## src/rtl/pipe_stage_buf.sv

```systemverilog
// pipe_stage_buf: 2-entry skid-buffered pipeline stage register
// with valid/ready handshake, registered in_ready and sync flush.
module pipe_stage_buf #(
    parameter int CTRL_W = 4,
    parameter int DATA_W = 64,
    parameter int RD_W   = 5,
    parameter int RW_BIT = 0,
    parameter int CNT_W  = 16
) (
    input  logic              clk,
    input  logic              rst,
    input  logic              in_valid,
    output logic              in_ready,
    input  logic [CTRL_W-1:0] in_ctrl,
    input  logic [DATA_W-1:0] in_data,
    input  logic [RD_W-1:0]   in_rd,
    input  logic              flush,
    output logic              out_valid,
    input  logic              out_ready,
    output logic [CTRL_W-1:0] out_ctrl,
    output logic [DATA_W-1:0] out_data,
    output logic [RD_W-1:0]   out_rd,
    output logic              fwd_we,
    output logic [1:0]        occupancy,
    output logic [CNT_W-1:0]  stall_cnt
);

    typedef enum logic [1:0] {
        EMPTY = 2'd0,
        ONE   = 2'd1,
        FULL  = 2'd2
    } state_e;

    state_e            state_q, state_d;
    logic [CTRL_W-1:0] hd_ctrl_q, hd_ctrl_d;
    logic [DATA_W-1:0] hd_data_q, hd_data_d;
    logic [RD_W-1:0]   hd_rd_q, hd_rd_d;
    logic [CTRL_W-1:0] sk_ctrl_q, sk_ctrl_d;
    logic [DATA_W-1:0] sk_data_q, sk_data_d;
    logic [RD_W-1:0]   sk_rd_q, sk_rd_d;
    logic              in_ready_q, in_ready_d;
    logic [CNT_W-1:0]  stall_cnt_q, stall_cnt_d;

    logic hd_valid;
    logic in_fire;
    logic out_fire;

    assign hd_valid  = (state_q != EMPTY);
    assign in_fire   = in_valid & in_ready_q;
    assign out_fire  = hd_valid & out_ready;

    assign in_ready  = in_ready_q;
    assign out_valid = hd_valid;
    assign out_ctrl  = hd_ctrl_q & {CTRL_W{hd_valid}};
    assign out_data  = hd_data_q;
    assign out_rd    = hd_rd_q;
    assign fwd_we    = hd_valid & hd_ctrl_q[RW_BIT];
    assign occupancy = state_q;
    assign stall_cnt = stall_cnt_q;

    // Next state, entry moves, flush clearing and stall counting
    always_comb begin
        state_d     = state_q;
        hd_ctrl_d   = hd_ctrl_q;
        hd_data_d   = hd_data_q;
        hd_rd_d     = hd_rd_q;
        sk_ctrl_d   = sk_ctrl_q;
        sk_data_d   = sk_data_q;
        sk_rd_d     = sk_rd_q;
        stall_cnt_d = stall_cnt_q;

        if (hd_valid && !out_ready && (stall_cnt_q != {CNT_W{1'b1}})) begin
            stall_cnt_d = stall_cnt_q + CNT_W'(1);
        end

        case (state_q)
            EMPTY: begin
                if (in_fire) begin
                    hd_ctrl_d = in_ctrl;
                    hd_data_d = in_data;
                    hd_rd_d   = in_rd;
                    state_d   = ONE;
                end
            end
            ONE: begin
                if (in_fire && out_fire) begin
                    hd_ctrl_d = in_ctrl;
                    hd_data_d = in_data;
                    hd_rd_d   = in_rd;
                end else if (in_fire) begin
                    sk_ctrl_d = in_ctrl;
                    sk_data_d = in_data;
                    sk_rd_d   = in_rd;
                    state_d   = FULL;
                end else if (out_fire) begin
                    state_d   = EMPTY;
                end
            end
            FULL: begin
                if (out_fire) begin
                    hd_ctrl_d = sk_ctrl_q;
                    hd_data_d = sk_data_q;
                    hd_rd_d   = sk_rd_q;
                    sk_ctrl_d = '0;
                    sk_rd_d   = '0;
                    state_d   = ONE;
                end
            end
            default: begin
                state_d = EMPTY;
            end
        endcase

        if (flush) begin
            state_d   = EMPTY;
            hd_ctrl_d = '0;
            hd_rd_d   = '0;
            sk_ctrl_d = '0;
            sk_rd_d   = '0;
        end

        in_ready_d = (state_d != FULL);
    end

    // State and storage registers with synchronous reset
    always_ff @(posedge clk) begin
        if (rst) begin
            state_q     <= EMPTY;
            hd_ctrl_q   <= '0;
            hd_data_q   <= '0;
            hd_rd_q     <= '0;
            sk_ctrl_q   <= '0;
            sk_data_q   <= '0;
            sk_rd_q     <= '0;
            in_ready_q  <= 1'b1;
            stall_cnt_q <= '0;
        end else begin
            state_q     <= state_d;
            hd_ctrl_q   <= hd_ctrl_d;
            hd_data_q   <= hd_data_d;
            hd_rd_q     <= hd_rd_d;
            sk_ctrl_q   <= sk_ctrl_d;
            sk_data_q   <= sk_data_d;
            sk_rd_q     <= sk_rd_d;
            in_ready_q  <= in_ready_d;
            stall_cnt_q <= stall_cnt_d;
        end
    end

endmodule

```

## config.mk

```make
export PLATFORM = sky130hd
export DESIGN_NAME = pipe_stage_buf
export DESIGN_NICKNAME = d
export VERILOG_FILES = /design/src/rtl/pipe_stage_buf.sv
export SDC_FILE = /design/constraint.sdc
export NUM_CORES = 1
export LEC_CHECK = 0
export BUFFER_PORTS_ARGS = -buffer_cell sky130_fd_sc_hd__buf_4
export CAP_MARGIN = 20
export CORE_AREA = 8 8 140 142
export CTS_BUF_LIST = sky130_fd_sc_hd__clkbuf_2
export DETAILED_ROUTE_END_ITERATION = 10
export DIE_AREA = 0 0 148 150
export HOLD_SLACK_MARGIN = 0.05
export PLACE_DENSITY = 0.68
export SYNTH_ARGS = -nofsm -noshare
export SYNTH_HDL_FRONTEND = slang
export SYNTH_SLANG_ARGS = --single-unit
```

## constraint.sdc

```tcl
create_clock -name clk -period 4.85 [get_ports clk]
set_input_delay 0.485 -clock clk [delete_from_list [all_inputs] [get_ports clk]]
set_output_delay 0.485 -clock clk [all_outputs]
set_load 0.01 [all_outputs]
```

==> summary.md, run 1 <==
| Metric | Value |
|---|---|
| Status | finished, final reports clean |
| Place WS | 2.442 ns |
| Max-slew headroom | about a third |
| Placed Cells | roughly 1.1k |
| Starting Density | between 30% and 40% |
| Fin Hold WS | about 0.22 ns |
| Vias in the first global route | 5665 |
| GRT Resource Usage Total | ~16% |
| Synth warn | 0 |
| Fin. Hold Viols | 0 |
| Final Skew | about 0.040 ns |
| Hold wc startpoint | out_ready |
| Crit end category | output port |
| IO Count | between 150 and 200 |
| Max Buffers Root-to-Sink | 2 |
| First-pass DRT Iterations | 6 |
| Ys async rst share | 0% |
| Worst-path cell chain | nor2_1 -> nor2b_1 -> buf_4 |
| TNS Setup | 0 ns |
| Power Dens Cells | 286.6 nW/um^2 |
| Register area share after synthesis | 48.23% |
| Worst EP arrival | roughly 2.2 ns |
| Unique cell type count in the Yosys netlist | between 40 and 50 |
| CP peak stage delay | 0.80 ns |
| Clock transition at the registers of the reported paths | 0.26 ns |
| WP data required | 4.37 ns |
| CTS sink count | around 170 |
| R2r worst-path depth | 4 |
| Power Total | between 2 and 3 mW |
| Cells after synthesis | 770 |
| First-pass GRT wire length | slightly below 30 mm |
| Post-synth EDFFs | 0 |
| Worst setup startpoint | occupancy[1]$_SDFF_PP0_ |
| Syn_nets | roughly 850 |
| Worst Tran Pin Value | between 1 and 1.5 ns |
| Nets | 1059 |
| Final Setup Violations | 0 |
| Design area | 9168 um^2 |
| Max Cap Viol | 0 |
| Synth area leader | dfxtp_1 |
| Tcrit/Tclk final | a little under three fifths |
| GRT overflow | 0 |
| Setup WS post-layout | between 2 and 2.5 ns |
| H-Tree Depth | 4 |
| DIE AREA | ~22000 um^2 |
| Hpwl dp | approximately 12 mm |
| Placeable Area | ~18000 um^2 |
| CP Class | flop to output port |
| Fin. max-slew vios | 0 |
| Die Ht | 150 um |
| CTS Buf Count | 17 |
| Synth Flop Type | dfxtp_1 |
| Tightest Hold Check Type | input port to flop |
| Seq cells post-synth | approximately 170 |
| Rows | 49 |
| Root Buffer | clkbuf_2 |
| Placed cell area | 8157 um^2 |
| Routed wire length | around 18 mm |
| Top cells by area, synth | dfxtp_1, mux2i_1, a211oi_1, nand2_1, a21oi_1 |
| Unrepaired setup endpoints after global routing | no |
| Initial antenna violation count | 1 |
| Post-DR vias/cell | roughly 5 |
| Critical path's slowest cell | dfxtp_1 |
| I/O Buffers | ~170 |
| Proportion of layout cells with a drive suffix above 1 | between 20% and 30% |
| RD Place Congestion | around 0.8 |
| Area Overhead vs Synth | 33.85% |
| Largest net degree at the start of global routing | 97 |
| DR WL/cell | 14.95 um |
| Area fraction of the dominant cell type after synthesis | between 40% and 50% |
| Fmax | 372.8 MHz |
| 1st-iter DRT viols | between 300 and 400 |
| VDD IR max | ~0.00017 V |
| Final Non-Filler Cells | 1223 |
| Post-route minimum period | between 2 and 3 ns |
| Crit-path max FO | 13 |
| Synthesized cell area | slightly below 7000 um^2 |
| R2r startpoint | occupancy[0]$_SDFF_PP0_ |
| Chip width | around 150 um |
| Post-layout util | 52.28% |
| Worst setup SP type | flop |
| Leakage | between 4 and 5 nW |
| # DRC | 0 |
| ANT nets after route | 0 |
| Hold depth | 4 |
| Post-Syn Area per Cell | approximately 9 um^2 |
| CTS tree | yes |
| Latest clock arrival within the worst-skew pair | about 0.7 ns |
| Vias | 6039 |
flip-flops by register name, indices dropped and copies added, names as in the netlist:
signal / cells
out_data: 64
out_rd: 5
hd_ctrl_q: 4
sk_data_q: 64
stall_cnt: 16
occupancy: 2
sk_ctrl_q: 4
in_ready: 1
sk_rd_q: 5
critical path, delay by kind of cell (launching register included):
kind | cells | cell delay [ns]
simple gates | 2 | 0.52
buf+inv | 1 | 0.16
flops | 1 | 0.80
logic make-up (layout without fill, tap and decap cells):
logic type,Yosys count,in the layout,synth area share [%]
DFF,165,165,48.23
muxes,77,77,11.31
AOI/OAI and AO/OA,176,176,16.39
buffers and inverters,65,288,5.170
other,0,1,0
and+or+nand+nor,286,286,18.73
adders and majority gates,1,1,0.1827
power breakdown:
group | leakage (nW) | switching, mW | internal (mW)
Clock | 0.152 | 0.493 | 0.295
Combinational | 2.60 | 0.189 | 0.200
Sequential | 1.35 | 0.0325 | 1.42
cell usage after synthesis, types with 2 or more instances:
cell type	n
buf_6	2
mux2i_1	74
nand4_2	2
a21oi_1	83
clkbuf_1	19
nand4_1	4
o31ai_1	8
inv_1	4
and3_1	5
nor3_1	4
mux2_2	2
dfxtp_1	165
nand2b_1	2
buf_4	18
nand3_1	12
or3_1	2
nor4_1	2
or4_1	8
a211oi_1	74
nor2_1	81
a31oi_1	2
buf_2	22
nor2b_1	8
and4_1	2
nand2_1	144
o21ai_1	2
area by class of cell:
type                       count  area (um^2)
fill                        1637         8367
sequential                   165         3303
multi-input combinational    540         3216
timing repair buffer         252         2077
tap                          229        286.5
clock inverter                14        177.7
clock buffer                  18        90.09
inverter                       4        15.01
antenna                        1        2.502
metal layers:
metal  wire length, um  vias up  GRT usage [%]
met3               907       22          4.536
li1                  -     3124              -
met1              8142     2770          19.03
met4               306        0          5.609
met2              8928      123          27.21
met5                 0        -              0
layout by cell type, fill, tap and decap left out, types with 2 or more instances in the layout:
cell	n
buf_4	178
clkinv_2	2
and3_1	5
bufinv_16	3
nand2_1	144
mux2_2	2
nand4_1	4
nor2_1	81
nand3_1	12
nand4_2	2
or4_1	8
and4_1	2
clkbuf_2	18
nor3_1	4
dfxtp_1	165
o21ai_1	2
a211oi_1	74
inv_1	4
o31ai_1	8
dlygate4sd3_1	74
nor4_1	2
a31oi_1	2
nor2b_1	8
mux2i_1	74
clkinv_4	4
clkinvlp_4	3
a21oi_1	83
final timing paths:
path / to / slack (ns)
hold / removal: occupancy[0]$_SDFF_PP0_ / 0.22
hold reg to reg: sk_data_q[48]$_SDFFE_PP0P_ / 0.47
setup reg to reg: out_rd[2]$_SDFFE_PP0P_ / 2.38
setup / recovery: fwd_we / 2.17
timing repair:
action                                 4_1_cts  5_1_grt
buffers inserted                             0        0
endpoints found under the hold margin      143        0
resized for setup                            0        0
hold buffers                                74        0
Note: power is estimated with default switching activity, not from simulation.
==> run 2, diff against run 1 <==
Clock period 4.85 ns to 2.5 ns, I/O delays scaled along.
==> run 2 against run 1 <==
Die area unchanged. Final cell count rose by 2.3%. Design area increased by 2.7%. Hold slack gained 0.00082 ns. Combinational power up 100%. Via count rose by 3.7%. Clock skew decreased by 0.0033 ns. Flip-flop and latch count did not move. Register-to-register slack lost 2.3 ns. Routed wire length rose by 4.3%. Core utilization rose by 1.4 points. First-iteration DRC count down 5.2%.
==> summary.md, run 2 (synthesis gave the netlist of run 1 again) <==
| Metric | Value |
|---|---|
| Status | finished, final reports clean |
| Most common cell after layout, fill and taps aside | buf_4 |
| Worst setup SP type | flop |
| WHS Endpoint | occupancy[0]$_SDFF_PP0_ |
| Crit-path max FO | 38 |
| First-pass GRT wire length | approximately 30 mm |
| Unrepaired setup endpoints after global routing | no |
| Fmax | 419.2 MHz |
| Nets | 1087 |
| CP peak stage delay | 0.59 ns |
| Setup repair bufs after CTS | 0 |
| Buf+Inv Stages, Crit Path | 2 |
| R2R Setup Slk | between 0.1 and 0.15 ns |
| 1st-iter DRT viols | ~310 |
| Worst r2r dst | sk_rd_q[3]$_SDFFE_PP0P_ |
| Critical path's top delay family | buffers and inverters |
| Most frequent cells in the layout | buf_4, dfxtp_1, nand2_1 |
| CTS Buf Count | 17 |
| R2r startpoint | occupancy[0]$_SDFF_PP0_ |
| Hold depth | 5 |
| Worst EP arrival | 3.01 ns |
| VDD IR max | 0.0002657 V |
| I/O Buffers | between 150 and 200 |
| Clock transition at the registers of the reported paths | 0.24 ns |
| Largest net degree at the start of global routing | 91 |
| R2r worst-path depth | 6 |
| First-pass DRT Iterations | 5 |
| DR WL/cell | 15.24 um |
| Multi-input logic area | 3216 um^2 |
| Place WS | between 0.4 and 0.5 ns |
| Max Buffers Root-to-Sink | 2 |
| Max-slew headroom | between 50 and 60% |
| Tcrit/Tclk final | between 90 and 100% |
| RD Place Congestion | 0.8082 |
| Area Overhead vs Synth | 37.50% |
| Crit end category | flop |
| Setup WS post-layout | between 0.1 and 0.15 ns |
| GRT overflow | 0 |
| Fin. Hold Viols | 0 |
| CTS sink count | 165 |
| Hpwl dp | 11.82 mm |
| H-Tree Depth | 4 |
| Routed wire length | between 15 and 20 mm |
| Hold wc startpoint | in_valid |
| Post-DR vias/cell | roughly 5 |
| Final Skew | around 0.036 ns |
| Vias in the first global route | about 5.9k |
| Rows | 49 |
| CTS tree | yes |
| Placeable Area | approximately 18000 um^2 |
| Final Non-Filler Cells | roughly 1.3k |
| Vias | between 6k and 7k |
| WP data required | approximately 3.1 ns |
| Power Dens Cells | just over 500 nW/um^2 |
| Die Ht | 150 um |
| Max Cap Viol | 0 |
| Initial antenna violation count | 1 |
| Worst Tran Pin Value | between 0.6 and 0.7 ns |
| ANT nets after route | 0 |
| Final Setup Violations | 0 |
| Chip width | roughly 150 um |
| Placed Cells | 1120 |
| Reg area | approximately 3300 um^2 |
| # DRC | 0 |
| Latest clock arrival within the worst-skew pair | 0.71 ns |
| Tightest Hold Check Type | input port to flop |
| TNS Setup | 0 ns |
| Root Buffer | clkbuf_2 |
| CP Class | flop to flop |
| IO Count | ~170 |
| Leakage | 4.247 nW |
| Worst-path cell chain | nand2b_1 -> or3_2 -> buf_4 -> nand3_1 -> a21oi_1 -> dlygate4sd3_1 |
| Starting Density | about two fifths |
| Post-route minimum period | roughly 2.4 ns |
| Critical path's slowest cell | dlygate4sd3_1 |
| Fillers | between 1.5k and 2k |
| Proportion of layout cells with a drive suffix above 1 | a little under a quarter |
| GRT Resource Usage Total | approximately 17% |
| DIE AREA | around 22000 um^2 |
| Fin. max-slew vios | 0 |
run 2: cell type report:
type | instances | share of cell area, %
Sequential cell | 165 | 35.09
Multi-Input combinational cell | 540 | 34.14
Timing Repair Buffer | 280 | 25.32
Tap cell | 229 | 3.042
Clock inverter | 15 | 1.315
Clock buffer | 17 | 0.9034
Inverter | 4 | 0.1594
Antenna cell | 1 | 0.02657
run 2: power by group:
part | internal [mW] | switching (mW) | leakage (nW)
Sequential | 2.75 | 0.0659 | 1.35
Clock | 0.278 | 1.01 | 0.111
Combinational | 0.402 | 0.375 | 2.79
Total | 3.43 | 1.45 | 4.25
run 2: metrics by stage:
| step | area (um^2) | hold slack [ns] | power, mW | utilization (%) |
|---|---|---|---|---|
| 2_1_floorplan | 6849 | 0.3860 | 3.203 | - |
| 3_3_place_gp | 8224 | 0.4403 | 3.534 | 46.90 |
| 3_5_place_dp | 8224 | 0.4458 | 3.546 | 46.90 |
| 4_1_cts | 9415 | 0.1321 | 4.950 | 53.70 |
| 5_1_grt | 9418 | 0.1609 | 5.134 | 53.71 |
| 6_report | 9418 | 0.2176 | 4.886 | 53.71 |
run 2: how the worst max path moves through the flow:
stage | startpoint | end | slack [ns] | depth (start not counted)
2_1_floorplan | stall_cnt[0]$_SDFFE_PP0P_ | stall_cnt[15]$_SDFFE_PP0P_ | 0.76 | 5
3_3_place_gp | occupancy[1]$_SDFF_PP0_ | out_data[56]$_SDFFE_PP0P_ | 0.54 | 5
3_5_place_dp | occupancy[1]$_SDFF_PP0_ | out_rd[3]$_SDFFE_PP0P_ | 0.43 | 5
4_1_cts | occupancy[1]$_SDFF_PP0_ | out_ctrl[0] | 0.14 | 3
5_1_grt | in_ready$_SDFF_PP1_ | sk_rd_q[4]$_SDFFE_PP0P_ | 0.02 | 6
6_report | occupancy[0]$_SDFF_PP0_ | sk_rd_q[3]$_SDFFE_PP0P_ | 0.11 | 6
run 2: worst min-delay path: stages:
cell	delay, ns
buf_4	0.08
nand2_1	0.20
mux2i_1	0.22
o22a_1	0.14
nor2_1	0.03
run 2: metal layers:
metal	GRT usage, %	share of wire (%)	up-vias
li1	-	-	3167
met1	20.25	45	2926
met2	27.17	49	143
met3	4.506	4.7	26
met4	6.272	2.0	0
met5	0	0	-
run 2: timing repair:
action	4_1_cts	5_1_grt
hold buffers	98	0
endpoints found under the setup margin	3	0
hold endpoints to repair	161	0
gates resized for setup	1	0
==> run 3, diff against run 2 <==
==> constraint.sdc (replaced) <==
create_clock -name clk -period 2.5 [get_ports clk]
set_input_delay 0.625 -clock clk [delete_from_list [all_inputs] [get_ports clk]]
set_output_delay 0.625 -clock clk [all_outputs]
set_load 0.01 [all_outputs]
==> run 3 against run 2 <==
Die area unchanged. Critical path depth decreased by 3. Design area decreased by 3.0%. Register-to-register slack improved by 0.43 ns. Clock power increased by 7%. Final cell count decreased by 2.8%. Clock-buffer cell count increased by 1. Worst setup slack improved by 0.094 ns. Largest power group unchanged. Via count decreased by 2.1%.
==> summary.md, run 3 (synthesis gave the netlist of run 1 again) <==
| Metric | Value |
|---|---|
| Status | finished, final reports clean |
| Max-slew headroom | about two thirds |
| Worst r2r dst | stall_cnt[15]$_SDFFE_PP0P_ |
| Leakage | between 4 and 5 nW |
| CTS sink count | about 170 |
| Fin. Hold Viols | 0 |
| VDD IR max | ~0.00026 V |
| Post-DR vias/cell | 5.042 |
| First-pass GRT wire length | between 20 and 30 mm |
| Final Skew | ~0.024 ns |
| Sw Pwr | 1.361 mW |
| First-pass DRT Iterations | 5 |
| Buf+Inv Stages, Crit Path | 1 |
| Final Non-Filler Cells | around 1.2k |
| Vias | between 6k and 7k |
| Critical path's top delay family | flip-flops |
| Routed wire length | ~18 mm |
| Chip width | 148 um |
| R2R Setup Slk | roughly 0.54 ns |
| Starting Density | between 30% and 40% |
| Nets | 1052 |
| Clock group share of total power | about 28% |
| Crit end category | output port |
| WP depth | 3 |
| CTS Buf Count | 17 |
| Sw Ratio | approximately 27% |
| Worst Tran Pin Value | ~0.53 ns |
| Placed cell area | approximately 8300 um^2 |
| Power Dens Cells | 542.0 nW/um^2 |
| Post-layout util | 52.10% |
| CP peak stage delay | 0.50 ns |
| I/O Buffers | 171 |
| Root Buffer | clkbuf_2 |
| Placeable Area | between 15000 and 20000 um^2 |
| Placed Cells | 1121 |
| IO Count | around 170 |
| Fin. max-slew vios | 0 |
| Vias in the first global route | a little under 6k |
| Proportion of layout cells with a drive suffix above 1 | between 20% and 30% |
| H-Tree Depth | 4 |
| Max Cap Viol | 0 |
| WP data required | approximately 1.9 ns |
| GRT overflow | 0 |
| Design area | approximately 9100 um^2 |
| CP Class | flop to output port |
| ANT nets after route | 0 |
| Unrepaired setup endpoints after global routing | no |
| 1st-iter DRT viols | about 350 |
| Most frequent cells in the layout | buf_4, dfxtp_1, nand2_1 |
| R2r startpoint | stall_cnt[1]$_SDFFE_PP0P_ |
| Initial antenna violation count | 1 |
| Latest clock arrival within the worst-skew pair | between 0.7 and 0.8 ns |
| GRT Resource Usage Total | between 10% and 20% |
| RD Place Congestion | 0.7786 |
| Hpwl dp | about 12 mm |
| Fin Hold WS | ~0.15 ns |
| TNS Setup | 0 ns |
| # DRC | 0 |
| Post-route minimum period | roughly 2.3 ns |
| Flop pwr share | between 50% and 60% |
| Area Overhead vs Synth | 33.38% |
| R2r worst-path depth | 5 |
| CP endpoint | out_ctrl[1] |
| DR WL/cell | between 15 and 20 um |
| Crit-path max FO | 10 |
| P_int | ~3.6 mW |
| Die Ht | approximately 150 um |
| Critical path's slowest cell | dfxtp_2 |
| Largest net degree at the start of global routing | between 100 and 150 |
| Tcrit/Tclk final | about nine tenths |
| DIE AREA | between 20000 and 25000 um^2 |
| Tightest Hold Check Type | input port to flop |
| Worst-path cell chain | nor2_2 -> nor2b_1 -> buf_4 |
| Worst setup SP type | flop |
| Most common cell after layout, fill and taps aside | buf_4 |
| Max Buffers Root-to-Sink | 2 |
| Worst EP arrival | about 1.7 ns |
| Rows | 49 |
| CTS tree | yes |
| Combinational share of power | between 15 and 20% |
| Clock transition at the registers of the reported paths | about 0.23 ns |
| Worst setup startpoint | occupancy[0]$_SDFF_PP0_ |
| Final Setup Violations | 0 |
| Setup repair bufs after CTS | 0 |
| Fmax | about 440 MHz |
-- run 3: cell types whose count changed in the layout (fill, tap and decap cells not counted), sizes merged --
cell,change
clkbuf,+1
dlygate4sd3,-36
bufinv,+2
inv,-3
buf,+1
clkinvlp,-3
clkinv,+3
-- run 3: cell type report --
class | count | area, um^2
Multi-Input combinational cell | 540 | 3218
Timing Repair Buffer | 245 | 2082
Antenna cell | 1 | 2.502
Tap cell | 229 | 286.5
Clock inverter | 14 | 136.4
Sequential cell | 165 | 3304
Inverter | 4 | 15.01
Clock buffer | 18 | 90.09
Fill cell | 1675 | 8399
-- run 3: stage by stage --
stage	setup WS, ns	total power [mW]
after floorplan	0.7626	3.203
after global placement	0.4953	3.537
after detailed placement	0.4007	3.548
after CTS	0.07809	5.014
after global routing	0.03142	5.213
final	0.2088	4.951
-- run 3: worst min path at each step --
stage / end / slack (ns) / cells after the start / start
after CTS: sk_data_q[28]$_SDFFE_PP0P_ / 0.05 / 3 / in_data[28]
after global routing: sk_data_q[43]$_SDFFE_PP0P_ / 0.06 / 3 / in_data[43]
after floorplan: sk_data_q[0]$_SDFFE_PP0P_ / 0.44 / 2 / sk_data_q[0]$_SDFFE_PP0P_
after detailed placement: sk_data_q[6]$_SDFFE_PP0P_ / 0.45 / 2 / sk_data_q[6]$_SDFFE_PP0P_
after global placement: sk_data_q[42]$_SDFFE_PP0P_ / 0.44 / 2 / sk_data_q[42]$_SDFFE_PP0P_
final: sk_data_q[40]$_SDFFE_PP0P_ / 0.15 / 3 / in_data[40]
-- run 3: repair_timing --
item | 4_1_cts | 5_1_grt
endpoints found under the setup margin | 6 | 0
hold buffers | 58 | 4
hold endpoints to repair | 58 | 4
gates resized for setup | 2 | 0
-- run 3: power by group through the flow --
stage | clock network (mW) | logic (mW) | registers, mW
6_report | 1.38 | 0.754 | 2.81
4_1_cts | 1.44 | 0.756 | 2.82
3_3_place_gp | 0 | 0.675 | 2.86
2_1_floorplan | 0 | 0.302 | 2.90
3_5_place_dp | 0 | 0.682 | 2.87
5_1_grt | 1.55 | 0.828 | 2.83
-- run 3: layer usage --
layer	vias to the layer above	track usage (%)	wire length, um	share of wire [%]
met5	-	0	0	0
met4	0	6.629	359	2.0
met3	25	4.264	966	5.3
met2	150	26.85	8937	49
met1	2844	20.04	8078	44
li1	3112	-	-	-
-- run 3: tightest hold or removal path, cell delays in order --
cell and delay [ns]:
buf_4 0.11, nand2_1 0.05, a21oi_1 0.05
